$ cat src/rtl/contador_pkg.sv
// contador_pkg: shared constants and elaboration-time helpers for the contador_universal counter family.
// Contents: clog2, direction constants CONT_UP/CONT_DOWN, params_ok parameter range check.
package contador_pkg;

    localparam logic CONT_UP   = 1'b1;
    localparam logic CONT_DOWN = 1'b0;

    function automatic int clog2(input longint unsigned v);
        longint unsigned x;
        int r;
        x = 1;
        r = 0;
        while (x < v) begin
            x = x << 1;
            r++;
        end
        return r;
    endfunction

    function automatic bit params_ok(input int w, input longint m, input int p);
        return (w >= 1) && (w <= 32) && (m >= 2) && (m <= (longint'(1) << w)) && (p >= 1);
    endfunction

endpackage

$ cat src/rtl/contador_prescaler.sv
// contador_prescaler: divides enabled cycles by PRESCALE and flags the last cycle of each period.
// Ports: iClk, iRst_n (sync, active-low), iEn (count this cycle), iClr (restart phase) -> oTick.
module contador_prescaler
    import contador_pkg::*;
#(
    parameter int PRESCALE = 1
) (
    input  logic iClk,
    input  logic iRst_n,
    input  logic iEn,
    input  logic iClr,
    output logic oTick
);

    // PRESCALE=1 still needs a one-bit register; it simply never leaves 0.
    localparam int PW = (clog2(PRESCALE) < 1) ? 1 : clog2(PRESCALE);
    localparam logic [PW-1:0] TOPE = PW'(PRESCALE - 1);

    logic [PW-1:0] fase_d, fase_q;

    assign oTick = fase_q == TOPE;

    always_comb begin
        fase_d = iClr ? '0 : (iEn ? (oTick ? '0 : fase_q + PW'(1)) : fase_q);
    end

    always_ff @(posedge iClk) begin
        fase_q <= !iRst_n ? '0 : fase_d;
    end

endmodule

$ cat src/rtl/contador_universal.sv
// contador_universal: parametrised up/down modulo counter with load, cascadable terminal count and sticky wrap flag.
// Ports: iClk, iRst_n (sync, active-low), iEn, iUp, iLoad, iDato -> oCuenta, oTc (combinational), oDesborde.
// Define CONTADOR_PRESC_EN to build a prescaler so a step happens every PRESCALE enabled cycles.
module contador_universal
    import contador_pkg::*;
#(
    parameter int     WIDTH    = 4,
    parameter longint MODULO   = 16,
    parameter int     PRESCALE = 1
) (
    input  logic             iClk,
    input  logic             iRst_n,
    input  logic             iEn,
    input  logic             iUp,
    input  logic             iLoad,
    input  logic [WIDTH-1:0] iDato,
    output logic [WIDTH-1:0] oCuenta,
    output logic             oTc,
    output logic             oDesborde
);

    // One extra bit so MODULO = 2**WIDTH and load clamping compare correctly.
    localparam logic [WIDTH:0] LAST = (WIDTH + 1)'(MODULO - 1);

    if (!params_ok(WIDTH, MODULO, PRESCALE)) begin : g_bad_params
        $error("contador_universal: illegal WIDTH/MODULO/PRESCALE");
    end

    logic [WIDTH-1:0] cuenta_d, cuenta_q;
    logic             desborde_d, desborde_q;
    logic             tick, paso, en_ultimo, en_cero, en_limite;

`ifdef CONTADOR_PRESC_EN
    contador_prescaler #(.PRESCALE(PRESCALE)) u_presc (
        .iClk  (iClk),
        .iRst_n(iRst_n),
        .iEn   (iEn & ~iLoad),
        .iClr  (iLoad),
        .oTick (tick)
    );
`else
    assign tick = 1'b1;
`endif

    assign en_ultimo = {1'b0, cuenta_q} == LAST;
    assign en_cero   = cuenta_q == '0;
    assign en_limite = (iUp == CONT_UP) ? en_ultimo : en_cero;
    assign paso      = iEn & ~iLoad & tick;
    // Gated by reset so a cascaded stage never sees a spurious enable while held in reset.
    assign oTc       = iRst_n & paso & en_limite;

    always_comb begin
        cuenta_d   = cuenta_q;
        desborde_d = desborde_q;
        if (iLoad) begin
            cuenta_d   = ({1'b0, iDato} > LAST) ? LAST[WIDTH-1:0] : iDato;
            desborde_d = 1'b0;
        end else if (paso) begin
            cuenta_d   = (iUp == CONT_UP) ? (en_ultimo ? '0 : cuenta_q + WIDTH'(1))
                                          : (en_cero ? LAST[WIDTH-1:0] : cuenta_q - WIDTH'(1));
            desborde_d = desborde_q | en_limite;
        end
    end

    always_ff @(posedge iClk) begin
        if (!iRst_n) begin
            cuenta_q   <= '0;
            desborde_q <= 1'b0;
        end else begin
            cuenta_q   <= cuenta_d;
            desborde_q <= desborde_d;
        end
    end

    assign oCuenta   = cuenta_q;
    assign oDesborde = desborde_q;

endmodule

$ cat config.mk
export PLATFORM = sky130hd
export DESIGN_NAME = contador_universal
export DESIGN_NICKNAME = d
export VERILOG_FILES = /design/src/rtl/contador_pkg.sv /design/src/rtl/contador_prescaler.sv /design/src/rtl/contador_universal.sv
export SDC_FILE = /design/constraint.sdc
export NUM_CORES = 1
export LEC_CHECK = 0
export BUFFER_PORTS_ARGS = -buffer_cell sky130_fd_sc_hd__buf_4
export CAP_MARGIN = 20
export CORE_AREA = 5 5 42 44
export DETAILED_ROUTE_END_ITERATION = 6
export DIE_AREA = 0 0 47 49
export PLACE_DENSITY = 0.57
export SLEW_MARGIN = 20
export SYNTH_ARGS = -nofsm -noshare
export SYNTH_HDL_FRONTEND = slang
export SYNTH_HIERARCHICAL = 1
export SYNTH_SLANG_ARGS = --single-unit
$ cat constraint.sdc
create_clock -name iClk -period 1.9 [get_ports iClk]
set_clock_uncertainty 0.15 [all_clocks]
set_input_delay 0.38 -clock iClk [delete_from_list [all_inputs] [get_ports iClk]]
set_output_delay 0.38 -clock iClk [all_outputs]
set_load 0.01 [all_outputs]
# [Word level (Yosys, flattened, before mapping)]
# Index checks and enable logic that the tools add are counted.
[word_totals] ramBits=0 memories=0 register_bits=5 out_inout_bits=6 mem_bits_ro=0 elab_cells=20 input_bits=9 latchBits=0
[classes] multipliers=0 reduce_logical=3 n_addsub=2 shifts=0 muxes=6 bitwise_logic=6 order_cmp=0 n_eq_ne=1 n_div=0
[ops] operator="$mux W4" count=5
[ops] operator="$add A4 B1 Y4 const B" count=1
[ops] operator="$eq A4 B4 Y1 const B" count=1
[ops] operator="$logic_not A4 Y1" count=1
[ops] operator="$sub A4 B1 Y4 const B" count=1
[ops] operator="$and A1 B1 Y1" count=3
[ops] operator="$not A1 Y1" count=2
[ops] operator="$reduce_bool A2 Y1" count=1
[ops] operator="$reduce_or A2 Y1" count=1
[ops] operator="$mux W1" count=1
[ops] operator="$or A1 B1 Y1" count=1

# [Depth between registers and ports, before layout]
[depth] ltp_word=5 ltp_mapped=7 mapped_depth_nobuf=6

# [Worst setup path before layout]
# OpenSTA, ideal clock, no wires.
[synth_path] path_type="register to output" start="reg cuenta_q[0] (netlist: oCuenta[0])" end="out oTc" stages_incl_launch_ff=8 arrival_time_ns=1.458 n_path_buf=1 required_ns=1.370 setup_slack_ns=-0.088 path_cell_list="dfxtp_1 buf_2 inv_1 ha_1 or3b_4 o21ai_1 nand2_1 nor2_1"
[synth_via] elab_chain_cells=3 elab_cells_between_ends=4 classes_between="1 x eq/ne; 1 x mux; 1 x bitwise; 1 x reduce/logical"
[synth_lines] element="start: declaration" line="contador_universal.sv:29" text="logic [WIDTH-1:0] cuenta_d, cuenta_q;"
[synth_lines] element="start signal: assignment" line="contador_universal.sv:70" text="cuenta_q <= cuenta_d;"
[synth_lines] element="$eq A4 B4 Y1 / $logic_not A4 Y1 (equally long branches)" line="contador_universal.sv:45, contador_universal.sv:46"
[synth_lines] element="$mux W1 *" line="contador_universal.sv:47" text="assign en_limite = (iUp == CONT_UP) ? en_ultimo : en_cero;"
[synth_lines] element="$and A1 B1 Y1 *" line="contador_universal.sv:50" text="assign oTc = iRst_n & paso & en_limite;"
[synth_lines] element="end: declaration" line="contador_universal.sv:18" text="output logic oTc,"
# Every way passes the cells marked *; elsewhere a longest branch is shown, timed or not.

# [Worst setup path in the final report]
# Same ends and word-level chain as after synthesis.

==> impl_metrics.toml <==
[status]
status = "complete, but fails checks"
violations = "negative setup slack"

[power_and_ir_drop]
power_w = 0.000396
p_leak_nw = 0.299
powerDensity_nw_per_um2 = 611
peakVddDrop_uv = 350

[finish]
diodes = 0
fin_nets = 90
syn2layout_area_growth_pct = 61.9
drive_gt1_share_pct = 52.6
fill_cells = 140
final_core_util_pct = 46.3

[yosys]
ys.flop_type = "dfxtp_1"
synthTopCellsByArea = "dfxtp_1 (25%), ha_1 (6.3%), a21oi_1 (5.0%)"
synth_seq_cells = 5
synthArstFlopShare_pct = 0
yosysTopAreaCell = "dfxtp_1"
syn_area_um2 = 400
yosysSeqAreaShare_pct = 25.0
synthDominantCellAreaShare_pct = 25.0
avgSynthCellArea_um2 = 7.70
synth_cell_type_count = 29
synth_warnings = 6
synth_edf_count = 0
synth_common_cells = "dfxtp_1 (5), inv_1 (5), nand2_1 (5)"
synth_cells = 52
synth_nets = 63

[clock_network]
cts_buffers = 3
path_clk_slew_ns = 0.05
cts_tree = "yes"
root_buffer = "clkbuf_4"
holdBufCountCts = 0
clockBufferDepth = 2
htreeDepth = 1
clkLatencyLatePin_ns = 0.25
clock_sinks = 5

[detailed_routing]
drt_iter0_markers = 4
num_vias = 450
wl_um = 1120
avgRoutedWirePerCell_um = 11.9
drcViolationCount = 0
vias_per_cell = 4.79
antenna_left = 0
first_pass_iters = 4

[die]
die_area_um2 = 2300
io-pin-count = 15
rows = 14
initial_core_util_pct = 28.6
die_h_um = 49
core_um2 = 1400
die_w_um = 47

[worst_setup_path]
required_ns = 1.37
worstReg2RegStart = "oCuenta[0]$_SDFFE_PN0P_"
max_stage_delay_ns = 0.39
worstSetupEndpointType = "output pin"
reg2reg_slack_ns = -0.08
critPathArrivalTime_ns = 1.58
critical_path.cell_chain = "inv_2, ha_4, or3b_4, o21ai_4, nand2_2, nor2_2, buf_4"
worst_r2r_path_depth = 10
reg2reg_to = "oDesborde$_SDFFE_PP0N_"
crit_fanout = 2
cp-start-kind = "register"
setup.worst_path.class = "reg2out"
critPathSlowestCell = "or3b_4"

[grt]
grt_pass1_wl_um = 1860
grt_use_total_pct = 11.3
grt_max_degree = 10
grt_overflow = 0
grt_pass1_vias = 474
antenna_found_initial = 0

[sta]
fin_crit_sh_pct = 111
setup_ws_ns = -0.210
fin_tns_setup_ns = -0.291
fmax_mhz = 474
rsz0062_at_grt = "true"
setup_viol = 2
slew_headroom_pct = 82.4
drv_slew = 0
min_period_ns = 2.11
hold_viol = 0
tightest_slew_ns = 0.264

[placed_design]
port_buffers = 14
hpwl_um = 789
post-place-ws_ns = 0.0535
gp_congestion = 0.697

[worst_hold_path]
min_path_type = "in2reg"
min_path_cells = 3
min_to = "oCuenta[0]$_SDFFE_PN0P_"
min_from = "iDato[0]"

[flow_run]
max_cap_viol_count = 0
[timing repair]
action                     in CTS  in global routing
setup endpoints to repair       1                  2
resized for setup               2                  6
setup buffers                   6                  1
pin swaps                       2                  3
[kinds of logic after synthesis]
family | count (synthesis) | share of synthesized area [%]
buffers and inverters | 9 | 10.9
XOR/XNOR | 2 | 4.38
flip-flops | 5 | 25.0
adder cells (fa/ha/maj) | 2 | 6.25
multiplexers | 2 | 5.31
AND/OR/NAND/NOR | 17 | 23.1
AO/OA/AOI/OAI | 15 | 25.0
[where the power goes]
group	total (W)	internal, W	switching (W)
clock network	0.000131	0.0000799	0.0000514
logic	0.000144	0.0000816	0.0000629
registers	0.000120	0.000114	0.00000622
[worst max-delay path by stage]
stage / slack [ns] / end / from / cells after the start
floorplan: 0.006 / oTc / oCuenta[0]$_SDFFE_PN0P_ / 7
global placement: 0.06 / oTc / oCuenta[0]$_SDFFE_PN0P_ / 7
detailed placement: 0.05 / oTc / oCuenta[0]$_SDFFE_PN0P_ / 7
CTS: -0.19 / oTc / oCuenta[1]$_SDFFE_PN0P_ / 7
global route: -0.28 / oTc / oCuenta[0]$_SDFFE_PN0P_ / 7
finish: -0.21 / oTc / oCuenta[0]$_SDFFE_PN0P_ / 7
[cell type report]
| cell class | count | area [µm²] | area share [%] |
|---|---|---|---|
| clock buffers | 4 | 26.3 | 4.05 |
| well taps | 16 | 20.0 | 3.09 |
| repair buffers | 26 | 195 | 30.1 |
| inverters | 5 | 18.8 | 2.90 |
| multi-input cells | 38 | 285 | 44.0 |
| flip-flops and latches | 5 | 103 | 15.8 |
[cells in the final DEF (no fill, tap or decap), drive strengths merged, types with 2 or more instances in the layout]
cell / count
a21oi: 5
nand3: 2
ha: 2
nand2: 5
nor3b: 2
dfxtp: 5
clkbuf: 4
nor2: 3
buf: 26
inv: 5
o21ai: 4
[flip-flops by register name, indices dropped and copies added, names as in the netlist]
register   count
oCuenta        4
oDesborde      1
[per-stage QoR]
stage	instance area (µm²)	hold slack [ns]	instances
3_3_place_gp	542	0.288	83
5_1_grt	648	0.234	94
2_1_floorplan	410	0.320	52
3_5_place_dp	542	0.319	83
6_report	648	0.224	94
4_1_cts	619	0.227	93
[metal layers]
layer  share of wire (%)  track usage, %  wire [µm]  vias to the layer above
li1                    -               -          -                      232
met1                  44            12.7        487                      193
met2                  46            17.2        519                       20
met3                 6.4            2.95         72                        5
met4                 3.5            8.29         39                        0
met5                   0               0          0                        -
[worst max-delay path, delay by kind of cell (launching register included)]
| kind | cells | cell delay, ns |
|---|---|---|
| AND/OR/NAND/NOR | 3 | 0.54 |
| flip-flops | 1 | 0.32 |
| AO/OA/AOI/OAI | 1 | 0.16 |
| adder cells (fa/ha/maj) | 1 | 0.13 |
| buffers and inverters | 2 | 0.18 |
(Power assumes the default switching activity.)
